<file path="src/rtl/mem_ctrl_pkg.sv">
// Shared definitions for the RAM request controller.
// Holds the controller FSM state type, timing helpers derived from the RAM
// pipeline configuration, and the even-parity function that the RAM and the
// controller agree on.
package mem_ctrl_pkg;

  typedef enum logic [2:0] {
    IDLE = 3'd0,
    WR   = 3'd1,
    RD   = 3'd2,
    WAIT = 3'd3,
    RESP = 3'd4
  } state_t;

  // Widest data word the parity helper accepts; narrower words are zero-extended,
  // which does not change their parity.
  localparam int PAR_MAX_W = 64;

  // Number of cycles a strobe/address must be held for the RAM to capture it.
  function automatic int hold_cycles(input int addr_pipe);
    return 1 + addr_pipe;
  endfunction

  // Cycle (counting the first strobe cycle as 1) whose closing edge samples dout.
  function automatic int read_latency(input int addr_pipe, input int dout_pipe);
    return hold_cycles(addr_pipe) + dout_pipe + 1;
  endfunction

  // Even parity: XOR of all data bits.
  function automatic logic even_parity(input logic [PAR_MAX_W-1:0] data);
    return ^data;
  endfunction

endpackage

</file>
<file path="src/rtl/mem_parity_chk.sv">
// Combinational parity check of a RAM read word against its parity bit.
// Ports:
//   i_data   - RAM read data
//   i_parity - parity bit delivered by the RAM
//   o_err    - 1 when the recomputed parity differs from i_parity
module mem_parity_chk
  import mem_ctrl_pkg::*;
#(
  parameter int W = 16
) (
  input  logic [W-1:0] i_data,
  input  logic         i_parity,
  output logic         o_err
);

  logic [PAR_MAX_W-1:0] w_data_ext;

  assign w_data_ext = PAR_MAX_W'(i_data);
  assign o_err      = even_parity(w_data_ext) != i_parity;

endmodule

</file>
<file path="src/rtl/mem_req_ctrl.sv">
// Initiator-side controller for the single-port parity RAM.
// Turns a valid/ready request stream into RAM write/read accesses timed for the
// configured address/output pipelining, returns read data with a parity flag,
// and keeps a saturating parity error count.
// Ports:
//   clk, rst                    - clock, asynchronous active-high reset
//   req_valid/ready/write/addr/wdata - request channel (one outstanding)
//   rsp_valid/ready/rdata/perr  - read response channel
//   mem_*                       - RAM pin interface (all outputs registered)
//   err_cnt                     - saturating parity error counter
module mem_req_ctrl
  import mem_ctrl_pkg::*;
#(
  parameter int ADD_SIZE  = 10,
  parameter int MEM_WIDTH = 16,
  parameter int ADDR_PIPE = 0,
  parameter int DOUT_PIPE = 0,
  parameter int ERR_W     = 8
) (
  input  logic                 clk,
  input  logic                 rst,
  input  logic                 req_valid,
  output logic                 req_ready,
  input  logic                 req_write,
  input  logic [ADD_SIZE-1:0]  req_addr,
  input  logic [MEM_WIDTH-1:0] req_wdata,
  output logic                 rsp_valid,
  input  logic                 rsp_ready,
  output logic [MEM_WIDTH-1:0] rsp_rdata,
  output logic                 rsp_perr,
  output logic [MEM_WIDTH-1:0] mem_din,
  output logic [ADD_SIZE-1:0]  mem_addr,
  output logic                 mem_wr_en,
  output logic                 mem_rd_en,
  output logic                 mem_blk_sel,
  output logic                 mem_addr_en,
  output logic                 mem_dout_en,
  input  logic [MEM_WIDTH-1:0] mem_dout,
  input  logic                 mem_parity_out,
  output logic [ERR_W-1:0]     err_cnt
);

  localparam int HOLD  = hold_cycles(ADDR_PIPE);
  localparam int K     = read_latency(ADDR_PIPE, DOUT_PIPE);
  localparam int CNT_W = $clog2(K + 1);

  // Counter reload values: the phase ends when the counter reaches zero.
  localparam logic [CNT_W-1:0] HOLD_LOAD = CNT_W'(HOLD - 1);
  localparam logic [CNT_W-1:0] WAIT_LOAD = CNT_W'(DOUT_PIPE);
  localparam logic [CNT_W-1:0] CNT_ONE   = CNT_W'(1);
  localparam logic [ERR_W-1:0] ERR_MAX   = {ERR_W{1'b1}};
  localparam logic [ERR_W-1:0] ERR_ONE   = ERR_W'(1);

  state_t               r_state;
  logic [CNT_W-1:0]     r_cnt;
  logic                 r_req_ready;
  logic                 r_rsp_valid;
  logic [MEM_WIDTH-1:0] r_rsp_rdata;
  logic                 r_rsp_perr;
  logic [ERR_W-1:0]     r_err_cnt;
  logic [MEM_WIDTH-1:0] r_mem_din;
  logic [ADD_SIZE-1:0]  r_mem_addr;
  logic                 r_mem_wr_en;
  logic                 r_mem_rd_en;
  logic                 r_mem_blk_sel;
  logic                 w_perr;

  mem_parity_chk #(
    .W (MEM_WIDTH)
  ) u_parity_chk (
    .i_data   (mem_dout),
    .i_parity (mem_parity_out),
    .o_err    (w_perr)
  );

  // Request FSM with registered RAM strobes and response outputs.
  always_ff @(posedge clk or posedge rst) begin
    if (rst) begin
      r_state       <= IDLE;
      r_cnt         <= '0;
      r_req_ready   <= 1'b0;
      r_rsp_valid   <= 1'b0;
      r_rsp_rdata   <= '0;
      r_rsp_perr    <= 1'b0;
      r_err_cnt     <= '0;
      r_mem_din     <= '0;
      r_mem_addr    <= '0;
      r_mem_wr_en   <= 1'b0;
      r_mem_rd_en   <= 1'b0;
      r_mem_blk_sel <= 1'b0;
    end else begin
      case (r_state)
        IDLE: begin
          if (req_valid && r_req_ready) begin
            // Capture the request; later input changes are ignored.
            r_req_ready   <= 1'b0;
            r_mem_addr    <= req_addr;
            r_mem_blk_sel <= 1'b1;
            r_cnt         <= HOLD_LOAD;
            if (req_write) begin
              r_state     <= WR;
              r_mem_wr_en <= 1'b1;
              r_mem_din   <= req_wdata;
            end else begin
              r_state     <= RD;
              r_mem_rd_en <= 1'b1;
            end
          end else begin
            r_req_ready <= 1'b1;
          end
        end
        WR: begin
          if (r_cnt == '0) begin
            r_state       <= IDLE;
            r_mem_wr_en   <= 1'b0;
            r_mem_blk_sel <= 1'b0;
            r_req_ready   <= 1'b1;
          end else begin
            r_cnt <= r_cnt - CNT_ONE;
          end
        end
        RD: begin
          if (r_cnt == '0) begin
            r_state       <= WAIT;
            r_mem_rd_en   <= 1'b0;
            r_mem_blk_sel <= 1'b0;
            r_cnt         <= WAIT_LOAD;
          end else begin
            r_cnt <= r_cnt - CNT_ONE;
          end
        end
        WAIT: begin
          // Zero count marks the edge where RAM output is valid.
          if (r_cnt == '0) begin
            r_state     <= RESP;
            r_rsp_valid <= 1'b1;
            r_rsp_rdata <= mem_dout;
            r_rsp_perr  <= w_perr;
            if (w_perr && (r_err_cnt != ERR_MAX)) begin
              r_err_cnt <= r_err_cnt + ERR_ONE;
            end
          end else begin
            r_cnt <= r_cnt - CNT_ONE;
          end
        end
        RESP: begin
          if (rsp_ready) begin
            r_state     <= IDLE;
            r_rsp_valid <= 1'b0;
            r_req_ready <= 1'b1;
          end
        end
        default: begin
          r_state       <= IDLE;
          r_req_ready   <= 1'b0;
          r_rsp_valid   <= 1'b0;
          r_mem_wr_en   <= 1'b0;
          r_mem_rd_en   <= 1'b0;
          r_mem_blk_sel <= 1'b0;
        end
      endcase
    end
  end

  assign req_ready   = r_req_ready;
  assign rsp_valid   = r_rsp_valid;
  assign rsp_rdata   = r_rsp_rdata;
  assign rsp_perr    = r_rsp_perr;
  assign err_cnt     = r_err_cnt;
  assign mem_din     = r_mem_din;
  assign mem_addr    = r_mem_addr;
  assign mem_wr_en   = r_mem_wr_en;
  assign mem_rd_en   = r_mem_rd_en;
  assign mem_blk_sel = r_mem_blk_sel;
  assign mem_addr_en = (ADDR_PIPE != 0);
  assign mem_dout_en = (DOUT_PIPE != 0);

endmodule
</file>
<file path="config.mk">
export PLATFORM = sky130hd
export DESIGN_NAME = mem_req_ctrl
export DESIGN_NICKNAME = d
export VERILOG_FILES = /design/src/rtl/mem_ctrl_pkg.sv /design/src/rtl/mem_parity_chk.sv /design/src/rtl/mem_req_ctrl.sv
export SDC_FILE = /design/constraint.sdc
export NUM_CORES = 1
export LEC_CHECK = 0
export BUFFER_PORTS_ARGS = -buffer_cell sky130_fd_sc_hd__buf_2
export CAP_MARGIN = 15
export CORE_ASPECT_RATIO = 0.7
export CORE_MARGIN = 5
export CORE_UTILIZATION = 53
export CTS_CLUSTER_DIAMETER = 150
export DETAILED_ROUTE_END_ITERATION = 8
export GPL_TIMING_DRIVEN = 0
export PLACE_DENSITY = 0.85
export SYNTH_ARGS = -nofsm -noshare
export SYNTH_HDL_FRONTEND = slang
export SYNTH_SLANG_ARGS = --single-unit
</file>
<file path="constraint.sdc">
create_clock -name clk -period 3.6 [get_ports clk]
set_input_delay 0.72 -clock clk [delete_from_list [all_inputs] [get_ports clk]]
set_output_delay 0.72 -clock clk [all_outputs]
set_load 0.01 [all_outputs]
</file>
== Word level (Yosys, flattened, before mapping) ==
Cells that the tools add are included.
W data, S select, Z words.

* Bits in registers: 61
* Input port bits: 48
* Output and inout port bits: 58

* $add $sub $neg: 2
* Equal/unequal tests: 15
* Mux-type cells: 26
* Bitwise operators: 5
* Reduce and logical (&&, ||, !) cells: 24

{| class="wikitable"
|+ Operators by type and width
! operator !! count
|-
| $reduce_xor A64 Y1 || 1
|-
| $reduce_and A3 Y1 || 6
|-
| $ne A2 B2 Y1 const B || 8
|-
| $mux W3 || 5
|-
| $pmux W3 S5 || 1
|-
| $pmux W1 S3 || 4
|-
| $mux W1 || 10
|-
| $reduce_or A3 Y1 || 3
|-
| $add A8 B1 Y8 const B || 1
|-
| $mux W2 || 4
|-
| $ne A8 B8 Y1 const B || 1
|-
| $reduce_and A4 Y1 || 2
|-
| $reduce_or A2 Y1 || 4
|-
| $eq A3 B2 Y1 const B || 2
|-
| $pmux W2 S3 || 1
|-
| $not A1 Y1 || 5
|-
| $reduce_and A5 Y1 || 1
|-
| $pmux W1 S4 || 1
|-
| $reduce_and A2 Y1 || 2
|-
| $eq A3 B1 Y1 const B || 1
|-
| $eq A3 B3 Y1 const B || 1
|-
| $logic_not A3 Y1 || 1
|-
| $reduce_bool A3 Y1 || 1
|-
| $logic_and A1 B1 Y1 || 2
|-
| other kinds (4) || 4
|}

== Depth between registers and ports, before layout ==
Gate-level depths: netlist of run 1.

* Depth in word-level cells: 4
* Mapped depth: 9

== Modules after synthesis ==
A second synthesis of run 1 with hierarchy kept.

* Cells, all modules: 248
* Area total of the unflattened synthesis: 2793.9 µm²

{| class="wikitable"
|+ By module, submodules not included
! module !! times used !! cells each !! area each (µm²)
|-
| mem_req_ctrl || 1 || 233 || 2648.8
|-
| mem_parity_chk || 1 || 15 || 145.1
|}

== Worst setup path after synthesis of run 1 ==
OpenSTA, ideal clock, no wires.

* Kind: input port to flip-flop
* From: input port mem_dout[1]
* To: register r_err_cnt[1], in the netlist err_cnt[1]
* Arrival: 2.103 ns
* Slack: 1.370 ns
* Cell stages on the path: 6
* Path through: xnor2_1 -> xnor2_2 -> xnor3_1 -> buf_6 -> mux2i_2 -> mux2_1

* Longest elaborated chain between the ends: 4

{| class="wikitable"
|+ RTL lines
! item !! line !! source
|-
| start: declaration || mem_req_ctrl.sv:38 || <nowiki>input logic [MEM_WIDTH-1:0] mem_dout,</nowiki>
|-
| $reduce_xor A64 Y1 || mem_ctrl_pkg.sv:31 || <nowiki>return ^data;</nowiki>
|-
| $ne A1 B1 Y1 || mem_parity_chk.sv:19 || <nowiki>assign o_err = even_parity(w_data_ext) != i_parity;</nowiki>
|-
| $logic_and A1 B1 Y1 || mem_req_ctrl.sv:139 || <nowiki>if (w_perr && (r_err_cnt != ERR_MAX)) begin</nowiki>
|-
| $reduce_and A3 Y1 (no source line) || - ||
|-
| end signal: assignment || mem_req_ctrl.sv:140 || <nowiki>r_err_cnt <= r_err_cnt + ERR_ONE;</nowiki>
|-
| end: declaration || mem_req_ctrl.sv:60 || <nowiki>logic [ERR_W-1:0] r_err_cnt;</nowiki>
|}

Every way passes these cells.
A chain may end at the register's enable or synchronous reset.

== Worst setup path after layout of run 1 ==
* From: register r_cnt[0]
* To: register r_err_cnt[7], in the netlist err_cnt[7]

* Longest elaborated chain between the ends: 2

{| class="wikitable"
|+ RTL lines
! item !! line !! source
|-
| start: declaration || mem_req_ctrl.sv:55 || <nowiki>logic [CNT_W-1:0] r_cnt;</nowiki>
|-
| start signal: assignment || mem_req_ctrl.sv:119 || <nowiki>r_cnt <= r_cnt - CNT_ONE;</nowiki>
|-
| start signal: assignment || mem_req_ctrl.sv:129 || <nowiki>r_cnt <= r_cnt - CNT_ONE;</nowiki>
|-
| start signal: assignment || mem_req_ctrl.sv:143 || <nowiki>r_cnt <= r_cnt - CNT_ONE;</nowiki>
|-
| $logic_not A2 Y1 || mem_req_ctrl.sv:134 || <nowiki>if (r_cnt == '0) begin</nowiki>
|-
| $reduce_and A3 Y1 (no source line) || - ||
|}

Every way passes these cells.

==> results of run 1 <==
-- power breakdown --
| part | switching [mW] | internal [mW] |
|---|---|---|
| sequential | 0.187 | 0.999 |
| combinational | 0.674 | 0.575 |
| clock | 0.254 | 0.336 |
-- layout by cell type, fill, tap and decap left out, types with 4 or more instances in the layout --
cell type	n
a21oi_1	4
buf_2	106
clkbuf_1	7
clkbuf_8	10
dfrtp_1	61
ha_1	4
inv_1	4
mux2_1	14
mux2_2	17
mux2i_1	6
nand2_1	60
nand2b_1	4
nand3_1	11
nand4_1	5
nor2_1	6
o21ai_0	9
xnor2_1	9
xor2_1	6
-- metal layers --
metal,GRT usage [%],up-vias,wire length [um]
met4,5.91,0,89
met5,0,-,0
met3,7.10,9,435
met2,33.5,81,3310
li1,-,1109,-
met1,23.2,1128,2760
-- cell type report --
cell class                 instances  area, sq um  area share, %
buffer                            12         63.8           1.72
sequential                        61         1530           41.2
clock buffer                      12          145           3.91
timing repair buffer             104          536           14.4
multi-input combinational        183         1280           34.5
clock inverter                     4         47.5           1.28
tap                               72         90.1           2.43
inverter                           5         18.8          0.506
-- logic make-up after synthesis --
family,synth area share (%)
compound gates,4.68
xor+xnor,8.06
fa+ha+maj,1.73
buf+inv,2.86
flops,52.9
mux,14.7
other cells,0.130
simple gates,15.0
-- synthesized netlist by cell type, drive strengths merged --
library cell  instances
mux2                 31
buf                   7
xnor2                11
mux2i                 7
nor3b                 1
a221o                 1
nand2                60
a221oi                1
dfrtp                61
nand4b                1
or2                   1
nor4                  1
nand4                 5
xor3                  1
nand2b                4
a21oi                 4
xor2                  6
o41ai                 1
inv                   5
ha                    4
clkbuf                5
a21boi                1
nor3                  2
o32ai                 1
nand3b                1
nor2                  6
or3                   1
or3b                  1
a31oi                 1
nand3                11
o211ai                1
xnor3                 2
o21ai                10
conb                  1
and3                  1
a22oi                 1
and2                  1
-- critical path, stage by stage (launching register included) --
cell and delay [ps]:
dfrtp_1 410, inv_1 90, ha_1 140, buf_2 220, nand4b_1 280, nor4_1 530, nand2_1 130, mux2i_1 150
mux2_1 330
-- sequential cells by signal (all words and copies together), names as in the netlist --
register and flops:
r_state 3, rsp_rdata 16, mem_din 16, mem_wr_en 1, rsp_valid 1, req_ready 1
rsp_perr 1, r_cnt 2, mem_addr 10, err_cnt 8, mem_rd_en 1, mem_blk_sel 1
-- how the worst max path moves through the flow --
stage / from / to / slack (ps) / cells past startpoint
3_5_place_dp: mem_dout[1] / err_cnt[1] / 1100 / 7
3_3_place_gp: rst / mem_din[8] / 670 / 2
4_1_cts: r_cnt[0] / err_cnt[7] / 1250 / 8
2_1_floorplan: rst / err_cnt[0] / 1370 / 1
5_1_grt: r_cnt[0] / err_cnt[7] / 1060 / 8
6_report: r_cnt[0] / err_cnt[7] / 1210 / 8
-- stage by stage --
| stage | cell area, sq um | hold WS (ps) | util [%] | power (mW) | std cells |
|---|---|---|---|---|---|
| floorplan | 2890 | 511 | - | 1.95 | 261 |
| global placement | 3500 | 453 | 66.5 | 2.38 | 436 |
| detailed placement | 3520 | 459 | 66.9 | 2.45 | 437 |
| CTS | 3710 | 366 | 70.5 | 3.06 | 453 |
| global route | 3710 | 383 | 70.5 | 3.24 | 453 |
| finish | 3710 | 361 | 70.5 | 3.03 | 453 |
==> flow_summary.toml, run 1 <==
[outcome]
status = "finished clean"

[drt]
avgViaCountPerCell = 5.14
drtAntennaViolNets = 0
drc = 0
drtIter0Drc = 112
routed_wl_mm = 6.59
dr.pass1.iters = 4
dr_total_vias = 2327
wire_per_inst_um = 14.5

[final_layout]
fillers = 403
syn_to_final_growth_pct = 28.5
diodes = 0
final_layout_size_suffix_gt1_share_pct = 38.3
final_nets = 428

[worst_setup_path]
crit_fanout = 10
r2r_cells = 8
required_ps = 3820
r2r-end = "err_cnt[7]"
worstPathArrival_ps = 2610
r2r-start = "r_cnt[0]"
endpoint_kind = "flop"
reg2reg_slack_ps = 1210
startpoint_type = "flop"
critical_path_class = "reg -> reg"

[sta]
setup_viol = 0
fin_crit_sh_pct = 66.4
fin_skew_ps = 7.29
period_needed_ps = 2390
rsz0062_at_grt = "no"
fmax_ghz = 0.419
finalMaxSlewViolations = 0
setup_ws_ps = 1210
tns_ps = 0
finalHoldViolCount = 0

[floorplanning]
rows = 22
die-area_sq_um = 7050
io_pins = 106
core_area_sq_um = 5260
start_util_pct = 54.9
die_y_um = 71.7
die_x_um = 98.2

[global_routing]
grt_pass1_wl_mm = 10.9
grt-ovfl-total = 0
antenna_found_initial = 0
first_global_vias = 2358
grt_max_degree = 45
grtUsageTotal_pct = 19.5

[synthesis]
synth-seq-cells = 61
synth_area_leaders = "dfrtp_1, nand2_1, mux2_2, mux2_1, xnor2_1"
syn_avg_cell_area_sq_um = 11.1
synth_area_sq_um = 2890
syn_inst = 260
seq_area_frac_synth_pct = 52.9
yosys.cell_types.count = 44
synth.top_cell.area_share_pct = 52.9
synth_top_area_cell = "dfrtp_1"
yosys_warnings = 0

[placed_design]
port_buffers = 103
dp_hpwl_mm = 4.95
gp_congestion = 0.847
pre_cts_slack_ps = 1100

[clock_network]
hold_buffers = 0
cts-root-buf = "clkbuf_8"
clk_latency_ps = 340
cts_tree = "done"
ctsLongestPathBuffers = 2
cts_htree_levels = 3
numCtsBuffers = 9
cts_setup_buffers = 0
cts_resized = 0
cts_sinks = 61
path_clk_slew_ps = 70

[power]
leakagePower_nw = 1.91
max-vdd-ir-drop_v = 0.000410
powerDensity_nw_per_um2 = 816

[hold_path]
hp-class = "in -> async"

[flow_run]
cap_viol_max_count = 0
No activity file was read; power rests on OpenSTA's default activity.
==> inputs of run 2 (changes only) <==
--- a/config.mk
+++ b/config.mk
@@ -5,15 +5,16 @@
 export SDC_FILE = /design/constraint.sdc
 export NUM_CORES = 1
 export LEC_CHECK = 0
+export ABC_AREA = 1
 export BUFFER_PORTS_ARGS = -buffer_cell sky130_fd_sc_hd__buf_2
 export CAP_MARGIN = 15
 export CORE_ASPECT_RATIO = 0.7
 export CORE_MARGIN = 5
-export CORE_UTILIZATION = 53
+export CORE_UTILIZATION = 51
 export CTS_CLUSTER_DIAMETER = 150
 export DETAILED_ROUTE_END_ITERATION = 8
 export GPL_TIMING_DRIVEN = 0
-export PLACE_DENSITY = 0.85
+export PLACE_DENSITY = 0.81
 export SYNTH_ARGS = -nofsm -noshare
 export SYNTH_HDL_FRONTEND = slang
 export SYNTH_SLANG_ARGS = --single-unit
==> constraint.sdc (replaced) <==
create_clock -name clk -period 2.4 [get_ports clk]
set_input_delay 0.48 -clock clk [delete_from_list [all_inputs] [get_ports clk]]
set_output_delay 0.48 -clock clk [all_outputs]
set_load 0.01 [all_outputs]
==> run 2 against run 1 <==
Sequential share of layout area shrank 3.0 points. Non-clock buffer count down 4. Global-route usage is 0.36 points lower. Via count increased by 19%. Register-to-register slack worse by 440 ps. Synthesized area increased by 9.8%. Fmax is 47% higher. Clock power is 50% higher. First-iteration DRC count up 21%. Critical path type unchanged.
==> flow_summary.toml, run 2 <==
[outcome]
status = "finished clean"

[drt]
drtAntennaViolNets = 0
dr_total_vias = 2759
routed-wl-met3_um = 466
met1_length_mm = 3.08
routed-wl-met2_mm = 3.45
maxUsedRoutingLayer = "met4"
drc = 0
wire_per_inst_um = 12.5
dr.pass1.iters = 4
drtIter0Drc = 135
avgViaCountPerCell = 4.84
routed_wl_mm = 7.13

[worst_setup_path]
r2r-start = "r_cnt[0]"
startpoint_type = "flop"
endpoint_kind = "flop"
r2r_cells = 8
reg2reg_slack_ps = 770
crit_fanout = 10
critical_path_class = "reg -> reg"
worstPathArrival_ps = 1860
crit_path_start = "r_cnt[0]"
required_ps = 2630
r2r-end = "rsp_rdata[8]"

[floorplanning]
start_util_pct = 51.8
core_area_sq_um = 6130
die_x_um = 104
die-area_sq_um = 7920
rows = 24
io_pins = 106
die_y_um = 76.0

[final_layout]
postLayoutCellArea_sq_um = 4000
most-common-layout-cells = "nand2_1, buf_2, dfrtp_1, inv_1, nand3_1"
final_nets = 539
layout_commonest_cell = "nand2_1"
fin_util_pct = 65.3
final_layout_size_suffix_gt1_share_pct = 36.4
diodes = 0
syn_to_final_growth_pct = 26.1

[global_routing]
first_global_vias = 2773
grt_max_degree = 44
antenna_found_initial = 0
grt-ovfl-total = 0
grtUsageTotal_pct = 19.1
grt_pass1_wl_mm = 12.4

[flow_run]
cap_viol_max_count = 0

[synthesis]
synth-seq-cells = 61
syn_avg_cell_area_sq_um = 8.55
synthArstFlopShare_pct = 100
ys_top_cells_by_count = "nand2_1, dfrtp_1, inv_1, nand3_1, mux2_2"
synth_ff_type = "dfrtp_1"
synth_area_leaders = "dfrtp_1, nand2_1, mux2_2, o21ai_2, inv_1"
yosys_warnings = 0
synth_edf_count = 0
yosysMostFrequentCell = "nand2_1"
yosys.cell_types.count = 29
synth_area_sq_um = 3170
synth_top_area_cell = "dfrtp_1"
seq_area_frac_synth_pct = 48.1
synth.top_cell.area_share_pct = 48.1
syn_inst = 371

[placed_design]
placed_area_sq_um = 3810
dp_hpwl_mm = 5.62
port_buffers = 103
gp_congestion = 0.895

[hold_path]
hp-class = "in -> async"

[sta]
setup_viol = 0
fmax_ghz = 0.614
fin_skew_ps = 5.75
rsz0062_at_grt = "no"
fin_crit_sh_pct = 67.8
finalHoldViolCount = 0
period_needed_ps = 1630
finalMaxSlewViolations = 0

[power]
powerDensity_nw_per_um2 = 1200
leakagePower_nw = 2.30
max-vdd-ir-drop_v = 0.000400

[clock_network]
cts_setup_buffers = 0
path_clk_slew_ps = 70
cts-root-buf = "clkbuf_8"
cts_tree = "done"
numCtsBuffers = 9
clk_latency_ps = 340
cts_sinks = 61
cts_resized = 0
hold_buffers = 0
cts_htree_levels = 3
ctsLongestPathBuffers = 2
-- run 2: cell count changes in the layout (fill, tap and decap cells not counted), sizes merged, moves of 3 or more --
cell and change:
nand2 +100, inv +30, o21ai +18, mux2 -15, nand3 +12, nor2 +12
mux2i -7, xnor2 -7, clkbuf -4, nand2b -4, nand4 -4, a21oi +3
xor2 -3
-- run 2: cells by family (layout without fill, tap and decap cells) --
family | count (synthesis) | count (layout) | share of synthesized area [%]
flops | 61 | 61 | 48.1
fa+ha+maj | 4 | 4 | 1.58
xor+xnor | 7 | 7 | 1.93
mux | 16 | 16 | 5.68
other cells | 1 | 2 | 0.118
compound gates | 36 | 36 | 7.70
buf+inv | 43 | 163 | 6.27
simple gates | 203 | 203 | 28.6
-- run 2: per-layer routing --
| metal | vias to the layer above | track usage, % |
|---|---|---|
| li1 | 1398 | - |
| met1 | 1275 | 23.2 |
| met2 | 73 | 31.5 |
| met3 | 13 | 6.45 |
| met4 | 0 | 7.63 |
| met5 | - | 0 |
-- run 2: how the worst max path moves through the flow --
stage                     depth (start not counted)  slack [ps]            end
final                                             8         770   rsp_rdata[8]
after global routing                              8         620       rsp_perr
after floorplan                                   1         410     err_cnt[0]
after CTS                                         8         770   rsp_rdata[8]
after detailed placement                         12         600     err_cnt[5]
after global placement                            2        -300  rsp_rdata[15]
-- run 2: critical path, cell delays in order (launching register included) --
cell and delay [ps]:
dfrtp_1 400, inv_1 110, ha_1 250, inv_1 150, nor2_8 190, inv_2 110
buf_6 170, nand2_1 80, o21ai_2 50
-- run 2: power breakdown --
part,switching (mW),internal (mW)
Clock,0.388,0.500
Combinational,1.28,0.879
Sequential,0.263,1.48
Total,1.93,2.86
-- run 2: per-stage QoR --
| stage | hold slack, ps | instances | power, mW | setup WS [ps] | setup TNS, ps |
|---|---|---|---|---|---|
| final | 126 | 570 | 4.79 | 772 | 0 |
| after global routing | 150 | 570 | 5.18 | 617 | 0 |
| after CTS | 129 | 570 | 4.84 | 766 | 0 |
| after detailed placement | 454 | 554 | 3.94 | 596 | 0 |
| after global placement | 450 | 553 | 3.84 | -299 | -18010 |
| after floorplan | 505 | 372 | 3.17 | 407 | 0 |
-- run 2: area by class of cell --
type	count	area [sq um]
clock buffers	11	141
plain buffers	8	67.6
multi-input cells	268	1450
well taps	78	97.6
fillers	534	2130
repair buffers	104	536
inverters	35	131
clock inverters	5	50.0
flip-flops and latches	61	1530
==> inputs of run 3 (changes only) <==
--- a/config.mk
+++ b/config.mk
@@ -10,11 +10,11 @@
 export CAP_MARGIN = 15
 export CORE_ASPECT_RATIO = 0.7
 export CORE_MARGIN = 5
-export CORE_UTILIZATION = 51
+export CORE_UTILIZATION = 46
 export CTS_CLUSTER_DIAMETER = 150
 export DETAILED_ROUTE_END_ITERATION = 8
 export GPL_TIMING_DRIVEN = 0
-export PLACE_DENSITY = 0.81
+export PLACE_DENSITY = 0.77
 export SYNTH_ARGS = -nofsm -noshare
 export SYNTH_HDL_FRONTEND = slang
 export SYNTH_SLANG_ARGS = --single-unit
==> constraint.sdc (replaced) <==
create_clock -name clk -period 1.41 [get_ports clk]
set_input_delay 0.282 -clock clk [delete_from_list [all_inputs] [get_ports clk]]
set_output_delay 0.282 -clock clk [all_outputs]
set_load 0.01 [all_outputs]
==> run 3 against run 2 <==
First-iteration DRC count rose by 51%. Setup slack worse by 920 ps. Largest power group unchanged. Global-route usage decreased by 0.33 points. Critical endpoint is now mem_din[4]. The flow now finishes with violations (negative hold slack, negative setup slack).
==> flow_summary.toml, run 3 (synthesis gave the netlist of run 2 again) <==
[outcome]
status = "finished with violations"
failed_checks = "negative hold slack, negative setup slack"

[clock_network]
cts_sinks = 61
ctsLongestPathBuffers = 2
cts_tree = "done"
cts-root-buf = "clkbuf_8"
path_clk_slew_ps = 80
clk_latency_ps = 350
numCtsBuffers = 9
hold_buffers = 0
cts_htree_levels = 3

[sta]
period_needed_ps = 1560
relSlewSlack_pct = 60.9
fin_skew_ps = 7.72
rsz0062_at_grt = "yes"
whs_ps = -3.42
finalMaxSlewViolations = 0
setup_viol = 60
max_slew.worst_pin.slew_ps = 586
finalHoldViolCount = 11
setup_ws_ps = -153
fin_crit_sh_pct = 111
fmax_ghz = 0.640
tns_ps = -5040

[floorplanning]
die-area_sq_um = 8680
start_util_pct = 47.1
die_x_um = 109
core_area_sq_um = 6730
rows = 25
die_y_um = 79.5
io_pins = 106

[worst_setup_path]
path_delay_family = "simple AND/OR/NAND/NOR gates"
r2r_cells = 7
cp_num_buf_inv = 2
critical_path.cell_chain = "buf_6 -> nor2_4 -> nand2_4 -> nor2_4 -> nand2_4 -> buf_6 -> mux2_2"
cpPeakStageDelay_ps = 440
r2r-end = "mem_din[4]"
startpoint_type = "flop"
endpoint_kind = "flop"
critical_path_class = "reg -> reg"
r2r-start = "r_state[0]"
required_ps = 1640
crit_fanout = 10
reg2reg_slack_ps = -150
worstPathArrival_ps = 1790
crit_slowest_cell = "dfrtp_2"

[drt]
drc = 0
wire_per_inst_um = 14.7
dr_total_vias = 3085
drtAntennaViolNets = 0
avgViaCountPerCell = 4.99
dr.pass1.iters = 4
routed_wl_mm = 9.06
drtIter0Drc = 204

[power]
leakagePower_nw = 2.53
powerDensity_nw_per_um2 = 2140
max-vdd-ir-drop_v = 0.00121

[placed_design]
placed_area_sq_um = 3830
pre_cts_slack_ps = -166
dp_hpwl_mm = 5.71
gp_congestion = 0.887
port_buffers = 103

[hold_path]
hp-class = "in -> async"

[global_routing]
grt_pass1_wl_mm = 12.7
grt.busiest_layer = "met2"
grtUsageTotal_pct = 18.8
antenna_found_initial = 0
grt-ovfl-total = 0
met2_usage_pct = 30.6
gr-usage-met1_pct = 23.0
first_global_vias = 2847
grt_max_degree = 38
globalRouteMet3Util_pct = 5.01

[flow_run]
cap_viol_max_count = 0

[final_layout]
syn_to_final_growth_pct = 46.5
fillers = 497
multiInputGateArea_sq_um = 1670
final_layout_size_suffix_gt1_share_pct = 50.0
postLayoutCellArea_sq_um = 4650
regArea_sq_um = 1530
layout_commonest_cell = "nand2_1"
most-common-layout-cells = "nand2_1, buf_2, dfrtp_1, buf_4, inv_1"
final_nets = 571
diodes = 0
## run 3: worst max-delay path by stage
| stage | slack (ps) | from | cells after the start | end |
|---|---|---|---|---|
| after detailed placement | -170 | r_state[1] | 6 | mem_din[4] |
| after global placement | -160 | r_state[1] | 6 | mem_din[6] |
| after global routing | -190 | r_state[0] | 9 | r_cnt[1] |
| after CTS | -70 | r_state[2] | 9 | rsp_rdata[8] |
| after floorplan | 10 | r_state[1] | 6 | mem_din[0] |
| final | -150 | r_state[0] | 7 | mem_din[4] |
## run 3: power by group
part / switching [mW] / internal, mW / total [mW]
Sequential: 0.585 / 2.53 / 3.12
Clock: 0.740 / 0.641 / 1.38
Combinational: 2.93 / 2.53 / 5.46
## run 3: cell type report
type	count	share of cell area, %
repair inverters	2	0.404
inverters	35	3.77
plain buffers	7	2.02
multi-input cells	268	36.0
clock inverters	7	1.10
repair buffers	135	18.6
well taps	94	2.53
flip-flops and latches	61	32.9
clock buffers	9	2.67
## run 3: through the flow
stage | instances | total power, mW | hold slack [ps] | utilization [%]
6_report | 618 | 9.95 | -3.42 | 69.1
5_1_grt | 618 | 10.5 | 33.2 | 69.1
4_1_cts | 595 | 8.50 | 0.228 | 61.8
3_5_place_dp | 570 | 6.70 | 377 | 57.0
3_3_place_gp | 569 | 6.55 | 449 | 56.7
2_1_floorplan | 372 | 5.40 | 394 | -
## run 3: repair_timing
item	in CTS	in global routing
gates cloned	0	5
setup buffers	10	18
pin swaps	6	7
endpoints found under the setup margin	60	60
resized for setup	21	75
## run 3: worst register-to-register path, stage by stage (launching register included)
cell	delay (ps)
dfrtp_2	440
buf_6	140
nor2_4	130
nand2_4	80
nor2_4	130
nand2_4	100
buf_6	160
mux2_2	280
## run 3: metal layers
layer  vias to the layer above  share of wire [%]  wire [um]
met1                      1467                 42       3760
li1                       1475                  -          -
met3                        26                6.8        617
met2                       117                 49       4410
met4                         0                2.9        266
met5                         -                  0          0
